--- src/rtl/controle_varredura_matriz_pkg.sv ---
// Shared definitions for the LED matrix scan controller: source codes
// (also used by the game control unit), FSM states and default geometry.
package pkg_matriz;

  localparam logic [1:0] FONTE_BOTOES  = 2'b00;
  localparam logic [1:0] FONTE_MEMORIA = 2'b01;
  localparam logic [1:0] FONTE_APAGADO = 2'b11;

  localparam int LINHAS_PADRAO  = 4;
  localparam int COLUNAS_PADRAO = 4;

  typedef enum logic [2:0] {
    INICIAL = 3'd0,
    CARREGA = 3'd1,
    ACENDE  = 3'd2,
    APAGA   = 3'd3
  } estado_t;

endpackage

--- src/rtl/controle_varredura_matriz_temporizador.sv ---
// Up-counter that pulses fim on its last count (LIMITE-1) and wraps to zero;
// used for both the row-lit time and the dead time between rows.
module temporizador_varredura #(
  parameter int LIMITE = 4
) (
  input  logic clock,
  input  logic reset,
  input  logic zera,
  input  logic conta,
  output logic fim
);

  localparam int LARGURA = $clog2(LIMITE + 1);

  logic [LARGURA-1:0] contagem;

  assign fim = conta && (contagem == LARGURA'(LIMITE - 1));

  // NOTE: sequential state is written with <= so every register samples
  // pre-edge values; blocking = here would create order-dependent races.
  always_ff @(posedge clock or negedge reset) begin
    if (!reset)           contagem <= '0;
    else if (zera || fim) contagem <= '0;
    else if (conta)       contagem <= contagem + LARGURA'(1);
  end

endmodule

--- src/rtl/controle_varredura_matriz.sv ---
// Row-by-row scan controller for the LED matrix: latches one image per frame
// from the buttons or the sequence memory, lights each row, then blanks it.
module controle_varredura_matriz
  import pkg_matriz::*;
#(
  parameter int LINHAS       = LINHAS_PADRAO,
  parameter int COLUNAS      = COLUNAS_PADRAO,
  parameter int CICLOS_LINHA = 50000,
  parameter int CICLOS_APAGA = 500
) (
  input  logic                        clock,
  input  logic                        reset,
  input  logic                        habilita,
  input  logic [1:0]                  fonte_sel,
  input  logic [LINHAS*COLUNAS-1:0]   dados_memoria,
  input  logic [LINHAS*COLUNAS-1:0]   dados_botoes,
  output logic [LINHAS-1:0]           linhas,
  output logic [COLUNAS-1:0]          colunas,
  output logic                        fim_quadro,
  output logic [1:0]                  fonte_ativa,
  output logic [$clog2(LINHAS)-1:0]   db_linha,
  output logic [2:0]                  db_estado
);

  localparam int LARG_LINHA = $clog2(LINHAS);
  localparam logic [LARG_LINHA-1:0] ULTIMA_LINHA = LARG_LINHA'(LINHAS - 1);

  estado_t                 estado, proximo;
  logic [LARG_LINHA-1:0]   linha;
  logic [LINHAS*COLUNAS-1:0] quadro;
  logic contaLinha, contaApaga, fimLinha, fimApaga, ultimaLinha;

  assign contaLinha  = habilita && (estado == ACENDE);
  assign contaApaga  = habilita && (estado == APAGA);
  assign ultimaLinha = (linha == ULTIMA_LINHA);
  assign db_linha    = linha;

  temporizador_varredura #(.LIMITE(CICLOS_LINHA)) uTempLinha (
    .clock (clock),
    .reset (reset),
    .zera  (!contaLinha),
    .conta (contaLinha),
    .fim   (fimLinha)
  );

  temporizador_varredura #(.LIMITE(CICLOS_APAGA)) uTempApaga (
    .clock (clock),
    .reset (reset),
    .zera  (!contaApaga),
    .conta (contaApaga),
    .fim   (fimApaga)
  );

  always_ff @(posedge clock or negedge reset) begin
    if (!reset) estado <= INICIAL;
    else        estado <= proximo;
  end

  // NOTE: the frame buffer is a handful of flops, not a RAM, so it is cleared
  // on reset like the rest of the state; a real memory array would not be.
  always_ff @(posedge clock or negedge reset) begin
    if (!reset) begin
      linha       <= '0;
      quadro      <= '0;
      fonte_ativa <= FONTE_APAGADO;
    end else if (!habilita) begin
      linha <= '0;
    end else if (estado == CARREGA) begin
      linha <= '0;
      unique case (fonte_sel)
        FONTE_BOTOES:  quadro <= dados_botoes;
        FONTE_MEMORIA: quadro <= dados_memoria;
        default:       quadro <= '0;
      endcase
      fonte_ativa <= (fonte_sel == FONTE_BOTOES || fonte_sel == FONTE_MEMORIA)
                     ? fonte_sel : FONTE_APAGADO;
    end else if (estado == APAGA && fimApaga && !ultimaLinha) begin
      linha <= linha + LARG_LINHA'(1);
    end
  end

  // NOTE: every output of this block gets a default first, so no path
  // through the case leaves a signal unassigned and no latch is inferred.
  always_comb begin
    proximo    = estado;
    linhas     = '0;
    colunas    = '0;
    fim_quadro = 1'b0;
    db_estado  = 3'd7;
    case (estado)
      INICIAL: begin
        db_estado = 3'd0;
        proximo   = CARREGA;
      end
      CARREGA: begin
        db_estado = 3'd1;
        proximo   = ACENDE;
      end
      ACENDE: begin
        db_estado = 3'd2;
        linhas    = LINHAS'(1) << linha;
        colunas   = quadro[linha*COLUNAS +: COLUNAS];
        if (fimLinha) proximo = APAGA;
      end
      APAGA: begin
        db_estado = 3'd3;
        if (fimApaga) begin
          if (ultimaLinha) begin
            fim_quadro = 1'b1;
            proximo    = CARREGA;
          end else begin
            proximo = ACENDE;
          end
        end
      end
      default: proximo = INICIAL;
    endcase
    // Disabling blanks the matrix in the same cycle and parks the FSM.
    if (!habilita) begin
      proximo    = INICIAL;
      linhas     = '0;
      colunas    = '0;
      fim_quadro = 1'b0;
    end
  end

endmodule

--- config.mk ---
export PLATFORM = sky130hd
export DESIGN_NAME = controle_varredura_matriz
export DESIGN_NICKNAME = d
export VERILOG_FILES = /design/src/rtl/controle_varredura_matriz_pkg.sv /design/src/rtl/controle_varredura_matriz_temporizador.sv /design/src/rtl/controle_varredura_matriz.sv
export SDC_FILE = /design/constraint.sdc
export NUM_CORES = 1
export LEC_CHECK = 0
export CELL_PAD_IN_SITES_DETAIL_PLACEMENT = 1
export CELL_PAD_IN_SITES_GLOBAL_PLACEMENT = 2
export CORE_MARGIN = 2
export CORE_UTILIZATION = 34
export DETAILED_ROUTE_END_ITERATION = 6
export HOLD_SLACK_MARGIN = 0.05
export PLACE_DENSITY_LB_ADDON = 0.25
export REMOVE_ABC_BUFFERS = 1
export SYNTH_ARGS = -nofsm -noshare
export SYNTH_HDL_FRONTEND = slang
export SYNTH_SLANG_ARGS = --single-unit
--- constraint.sdc ---
create_clock -name clock -period 2.5 [get_ports clock]
set_input_delay 0.375 -clock clock [delete_from_list [all_inputs] [get_ports clock]]
set_output_delay 0.375 -clock clock [all_outputs]
set_load 0.02 [all_outputs]
==> run summary, run 1 <==
outcome: complete, no violations
layout cells sized above 1: 8.81%
die area: 0.00802 mm2
fillers: 823
Critical Path RT: 2.12 ns
crit start category: input pin
Die Y: 89.6 um
critical-path maximum fanout: 8
Final Slew Violations: 0
clock sinks: 47
# diodes: 0
Max IR drop VDD: 0.000223 V
setup violators final: 0
netlist area before placement: 0.00249 mm2
yosys warns: 0
P per Cell Area: 501 mW/mm2
DRT iter0 DRCs: 66
routed len/inst: 14.8 um
number of synthesized flops with an enable pin: 0
combinational power share: 17.0%
Num CTS Buffers: 5
Async SR Flop Fraction: 100%
pre-CTS WS: 0.123 ns
finished layout cell area: 0.00321 mm2
Skew-Pair Late Insertion Delay: 0.30 ns
# rows: 31
RSZ-0062 raised after global routing: no
Worst R2R Start: uTempLinha.contagem[0]
Post-Route Setup TNS: 0 ns
Hold Path End: quadro[10]
worst min path class: flop to flop
Vias/cell: 4.92
fmax: 421 MHz
Cell variety after synth: 39
Clk pin slew, worst setup/hold paths: 0.08 ns
largest net degree at the start of global routing: 36
Post-route DRC: 0
setup bufs post-CTS: 0
Worst setup EP type: primary output
vias in the first global route: 1964
Syn-to-layout area delta: 29.1%
CP arrival: 2.00 ns
Mapped Cells: 243
initial antenna violation count: 0
final core occ: 44.8%
Placer Congestion: 0.797
net load switching power: 412 uW
worst reg2reg path depth: 6
FF+latch count, synth: 47
grt total ovfl: 0
leakage: 1.34 nW
normalized max-slew margin: 56.7%
Final Skew: 0.00735 ns
Mean Syn Cell Area: 10.2 um2
Final WS setup: 0.125 ns
GRT Overall Usage: 16.0%
Setup CP Type: input pin to primary output
Hold Crit Depth: 2
router iterations before antenna repair: 4
core area: 0.00718 mm2
sequential area share after synthesis: 47.4%
Root Buffer: clkbuf_8
Final Hold Viols: 0
Initial Util: 34.7%
commonest register cell after synthesis: dfrtp_1
die width: 89.6 um
number of buffers on the longest clock path: 2
hold path startpoint: quadro[10]
Pint: 1.20 mW
Vias: 1937
sw frac: 25.6%
total power: 1.61 mW
Placed Area: 0.00311 mm2
area of the multi-input gates: 0.00122 mm2
crit share post-route: 95.0%
minimum clock period after layout: 2.37 ns
Flop pwr share: 54.2%
final WL: 5.82 mm
ANT nets after route: 0
TritonCTS clock tree: built
number of I/O port buffers: 51
reg2reg setup slack: 0.69 ns
clock network power share: 28.8%
HPWL Detailed: 4.43 mm
I/O pin cnt: 53
FF+latch area: 0.00118 mm2
# Max-Cap Violations: 0
Max H-tree Level: 2
reg-to-reg endpoint: uTempLinha.contagem[9]
Final nets: 338
first-pass GRT wire length: 9.66 mm
worst-margin pin slew: 0.648 ns
==> state kept, by name (all words and copies together) (netlist names) <==
| register | count |
|---|---|
| uTempApaga.contagem | 9 |
| estado | 2 |
| db_linha | 2 |
| fonte_ativa | 2 |
| quadro | 16 |
| uTempLinha.contagem | 16 |
==> synth_stat cells (all sizes together), types with 4 or more instances <==
master | number | area, um2
dfrtp | 45 | 1130
nor2 | 32 | 120
nand2 | 24 | 90.1
o31ai | 18 | 135
mux2i | 17 | 170
xnor2 | 15 | 131
clkbuf | 9 | 33.8
nand3 | 9 | 57.6
and2 | 8 | 50.1
inv | 7 | 26.3
nand4 | 7 | 50.1
ha | 6 | 75.1
nor4 | 6 | 43.8
buf | 5 | 26.3
xor2 | 5 | 43.8
mux4 | 4 | 90.1
==> logic make-up after synthesis <==
kind of cell,Yosys count,synth area share [%]
other,1,0.151
and+or+nand+nor,101,21.0
buffers and inverters,21,3.47
muxes,22,10.9
AOI/OAI and AO/OA,25,7.09
DFF,47,47.4
adders and majority gates,6,3.02
xor gates and xnor gates,20,7.04
==> worst max-delay path, stage by stage <==
cell	delay, ns
clkdlybuf4s50_1	0.48
and3_1	0.36
and2_1	0.18
clkdlybuf4s50_1	0.61
==> what timing repair did <==
| action | CTS | global route |
|---|---|---|
| hold endpoints to repair | 13 | 0 |
| endpoints found under the setup margin | 2 | 3 |
| resized for setup | 2 | 3 |
| hold buffers | 1 | 0 |
==> cell usage in the layout, fill, tap and decap left out, types with 2 or more instances in the layout <==
cell / synthesis / final
dfrtp_1: 45 / 45
clkdlybuf4s50_1: 0 / 45
nor2_1: 32 / 32
nand2_1: 24 / 24
o31ai_1: 18 / 18
mux2i_1: 17 / 17
xnor2_1: 15 / 15
and2_1: 8 / 8
nand3_1: 8 / 8
inv_1: 7 / 7
buf_4: 1 / 7
nand4_1: 6 / 6
ha_1: 6 / 6
clkbuf_8: 0 / 6
nor4_1: 5 / 5
xor2_1: 5 / 5
mux4_2: 4 / 4
o21ai_0: 3 / 3
nor3_1: 3 / 3
dlymetal6s2s_1: 0 / 3
nand4bb_1: 2 / 2
or4_1: 2 / 2
a21oi_1: 2 / 2
dfstp_2: 2 / 2
dlygate4sd2_1: 0 / 2
==> power by group through the flow <==
stage	Combinational, mW	Sequential [mW]	Clock (mW)
after floorplan	0.116	0.894	0
after global placement	0.274	0.887	0
after detailed placement	0.281	0.889	0
after CTS	0.282	0.875	0.490
after global routing	0.306	0.884	0.513
final	0.274	0.874	0.464
==> layer usage <==
metal / global-route usage (%) / share of wire [%] / vias to the layer above
met1: 21.1 / 46 / 948
met3: 3.69 / 3.8 / 6
met4: 4.07 / 1.2 / 0
li1: - / - / 946
met5: 0 / 0 / -
met2: 26.3 / 49 / 37
==> through the flow <==
stage / hold WS (ns) / std cells
detailed placement: 0.381 / 386
floorplan: 0.0794 / 229
global placement: 0.366 / 386
global route: 0.517 / 394
CTS: 0.485 / 394
finish: 0.480 / 394
==> layout make-up <==
class / count / share of cell area [%]
timing repair buffer: 59 / 17.8
multi-input combinational: 175 / 38.1
clock buffer: 6 / 2.57
clock inverter: 1 / 0.156
sequential: 47 / 36.7
tap: 99 / 3.86
inverter: 7 / 0.818
==> worst max path at each step <==
stage                           start        endpoint  slack, ns
after floorplan             estado[1]  fonte_ativa[1]       0.70
after global placement       habilita      colunas[3]       0.15
after detailed placement     habilita       linhas[3]       0.12
after CTS                 db_linha[0]      colunas[2]      0.009
after global routing      db_linha[1]       linhas[3]       0.01
final                        habilita       linhas[3]       0.13
No activity file was read; power rests on OpenSTA's default activity.
==> run 2: changes to the inputs <==
- CORE_UTILIZATION: 34 -> 35
- SYNTH_HIERARCHICAL: not set -> 1
==> run summary, run 2 <==
Mean Syn Cell Area: 10.2 um2 (about the same)
most frequent cells in the layout: 45 x dfrtp_1, 41 x clkdlybuf4s50_1, 32 x nand2_1 (was 45 x dfrtp_1, 45 x clkdlybuf4s50_1, 32 x nor2_1)
Critical Path RT: 2.12 ns (about the same)
finished layout cell area: 0.00348 mm2 (was 0.00321 mm2)
worst-margin pin slew: 0.658 ns (was 0.648 ns)
minimum clock period after layout: 2.31 ns (was 2.37 ns)
Async SR Flop Fraction: 100% (unchanged)
worst-path cell chain: clkdlybuf4s50_1, nand3_1, inv_1, nand3_2, nor3_2, and3_1, dlygate4sd2_1 (was clkdlybuf4s50_1, and3_1, and2_1, clkdlybuf4s50_1)
Syn-to-layout area delta: 27.6% (was 29.1%)
number of I/O port buffers: 51 (unchanged)
yosys warns: 6 (was 0)
Mapped Cells: 266 (was 243)
clock sinks: 47 (unchanged)
main combinational cell family by area after synthesis: simple AND/OR/NAND/NOR gates (unchanged)
sequential area share after synthesis: 43.3% (was 47.4%)
Post-Synth XOR/XNOR Area: 5.47% (was 7.04%)
leakage: 1.49 nW (was 1.34 nW)
Final Skew: 0.0105 ns (was 0.00735 ns)
largest cells by area after synthesis: dfrtp_1 41%, mux2i_1 6.6%, nand2_1 4.4% (was dfrtp_1 45%, mux2i_1 6.8%, o31ai_1 5.4%)
Compound-Gate Fraction of Synth Area: 10.6% (was 7.09%)
simple-gate area share of the yosys netlist: 22.2% (was 21.0%)
Setup CP Type: input pin to primary output (unchanged)
CP max-delay cell: clkdlybuf4s50_1 (unchanged)
Buf/Inv on CP: 3 (was 2)
GRT Overall Usage: 16.3% (was 16.0%)
combinational power share: 19.9% (was 17.0%)
fmax: 433 MHz (was 421 MHz)
# diodes: 0 (unchanged)
Post-Route Setup TNS: 0 ns (unchanged)
Cell variety after synth: 54 (was 39)
number of buffers on the longest clock path: 2 (unchanged)
CP arrival: 1.94 ns (was 2.00 ns)
FF+latch area: 0.00118 mm2 (unchanged)
die area: 0.00850 mm2 (was 0.00802 mm2)
initial antenna violation count: 0 (unchanged)
critical-path maximum fanout: 2 (was 8)
Cells after DPL: 422 (was 386)
die width: 92.2 um (was 89.6 um)
clock network power share: 26.9% (was 28.8%)
RSZ-0062 raised after global routing: no (unchanged)
Synth top area share: 41.3% (was 45.2%)
Finished Layout Cells: 429 (was 394)
FF+latch count, synth: 47 (unchanged)
crit share post-route: 92.5% (was 95.0%)
crit start category: input pin (unchanged)
setup bufs post-CTS: 0 (unchanged)
CTS Hold Bufs: 0 (was 1)
outcome: complete, no violations (unchanged)
TritonCTS clock tree: built (unchanged)
Placed Area: 0.00341 mm2 (was 0.00311 mm2)
commonest register cell after synthesis: dfrtp_1 (unchanged)
post-synth top area cell: dfrtp_1 (unchanged)
netlist area before placement: 0.00272 mm2 (was 0.00249 mm2)
mux contribution to synthesized area: 10.3% (was 10.9%)
normalized max-slew margin: 56.0% (was 56.7%)
Clk pin slew, worst setup/hold paths: 0.09 ns (was 0.08 ns)
Flop pwr share: 53.2% (was 54.2%)
fillers: 853 (was 823)
number of synthesized flops with an enable pin: 0 (unchanged)
final WL: 6.44 mm (was 5.82 mm)
Final Hold Viols: 0 (unchanged)
P per Cell Area: 477 mW/mm2 (was 501 mW/mm2)
worst min path class: input pin to asynchronous set/reset pin (was flop to flop)
Num CTS Buffers: 5 (unchanged)
area of the multi-input gates: 0.00141 mm2 (was 0.00122 mm2)
core area: 0.00765 mm2 (was 0.00718 mm2)
sw frac: 27.0% (was 25.6%)
routed len/inst: 15.0 um (was 14.8 um)
# rows: 32 (was 31)
first-pass GRT wire length: 11.2 mm (was 9.66 mm)
Pint: 1.21 mW (was 1.20 mW)
Placer Congestion: 0.765 (was 0.797)
count leader, synth: dfrtp_1 (unchanged)
Die Y: 92.2 um (was 89.6 um)
Skew-Pair Late Insertion Delay: 0.30 ns (about the same)
Max H-tree Level: 2 (unchanged)
Vias: 2194 (was 1937)
Post-route DRC: 0 (unchanged)
largest net degree at the start of global routing: 48 (was 36)
Top delay family on crit path: buffers and inverters (unchanged)
Worst setup EP type: primary output (unchanged)
# Max-Cap Violations: 0 (unchanged)
final core occ: 45.5% (was 44.8%)
net load switching power: 447 uW (was 412 uW)
vias in the first global route: 2294 (was 1964)
HPWL Detailed: 4.60 mm (was 4.43 mm)
Initial Util: 35.6% (was 34.7%)
Final Slew Violations: 0 (unchanged)
grt total ovfl: 0 (unchanged)
adder-cell share of the synthesized area: 2.76% (was 3.02%)
Largest regs: quadro (16), uTempLinha/contagem (16), uTempApaga/contagem (9) (was quadro (16), uTempLinha.contagem (16), uTempApaga.contagem (9))
post-CTS sizing: 10 (was 2)
layout cells sized above 1: 14.1% (was 8.81%)
commonest non-fill, non-tap cell in the layout: dfrtp_1
Root Buffer: clkbuf_8 (unchanged)
Max IR drop VDD: 0.000223 V (about the same)
Final nets: 370 (was 338)
I/O pin cnt: 53 (unchanged)
Vias/cell: 5.11 (was 4.92)
ANT nets after route: 0 (unchanged)
setup violators final: 0 (unchanged)
router iterations before antenna repair: 4 (unchanged)
Commonest cells post-synth: 45 x dfrtp_1, 32 x nand2_1, 22 x nor2_1, 18 x mux2i_1, 16 x o31ai_1 (was 45 x dfrtp_1, 32 x nor2_1, 24 x nand2_1, 18 x o31ai_1, 17 x mux2i_1)
DRT iter0 DRCs: 98 (was 66)
CP max stage delay: 0.50 ns (was 0.61 ns)
reg2reg setup slack: 0.56 ns (was 0.69 ns)
[run 2: cell count changes after synthesis, sizes merged, moves of 5 or more]
cell / before / now
or3: 0 / 5
buf: 5 / 12
nand2: 24 / 32
nor4: 6 / 1
nor2: 32 / 23
xnor2: 15 / 8
[run 2: worst register-to-register path, delay by kind of cell (launching register included)]
kind	cells	cell delay (ns)
DFF	1	0.40
AOI/OAI and AO/OA	1	0.16
buffers and inverters	1	0.15
and+or+nand+nor	4	1.16
[run 2: kinds of logic after synthesis]
group,count (synthesis)
buffers and inverters,24
and+or+nand+nor,109
xor gates and xnor gates,17
other,1
AOI/OAI and AO/OA,39
adders and majority gates,6
muxes,23
DFF,47
[run 2: through the flow]
stage               setup slack, ns  power (mW)  hold WS [ns]
floorplan                     0.273        1.05        0.0794
global placement            -0.0189        1.22         0.458
detailed placement           -0.177        1.24         0.467
CTS                           0.174        1.69         0.193
global route                 0.0945        1.76         0.230
finish                        0.188        1.66         0.158
[run 2: path summary, 6_finish.rpt]
path | from | endpoint | depth (start not counted)
hold reg to reg | quadro[10] | quadro[10] | 2
setup reg to reg | uTempApaga/contagem[8] | db_linha[0] | 6
setup / recovery | habilita | fim_quadro | 7
max in group asynchronous | reset | uTempLinha/contagem[4] | 2
hold / removal | reset | uTempApaga/contagem[2] | 2
min in group clock | quadro[10] | quadro[10] | 2
[run 2: power groups by stage]
| stage | clock, mW | sequential [mW] | combinational (mW) |
|---|---|---|---|
| floorplan | 0 | 0.914 | 0.138 |
| global placement | 0 | 0.896 | 0.329 |
| detailed placement | 0 | 0.899 | 0.337 |
| CTS | 0.468 | 0.885 | 0.336 |
| global route | 0.494 | 0.895 | 0.367 |
| finish | 0.446 | 0.883 | 0.329 |
[run 2: layout make-up]
cell class	instances	share of cell area (%)
inverter	6	0.648
tap	102	3.67
sequential	47	33.9
clock buffer	7	2.20
multi-input combinational	195	40.5
timing repair buffer	72	19.1
[run 2: metal layers]
layer / routed length, um / global-route usage [%]
met1: 3080 / 21.7
met2: 3030 / 26.7
met3: 241 / 3.29
met4: 82 / 5.35
met5: 0 / 0
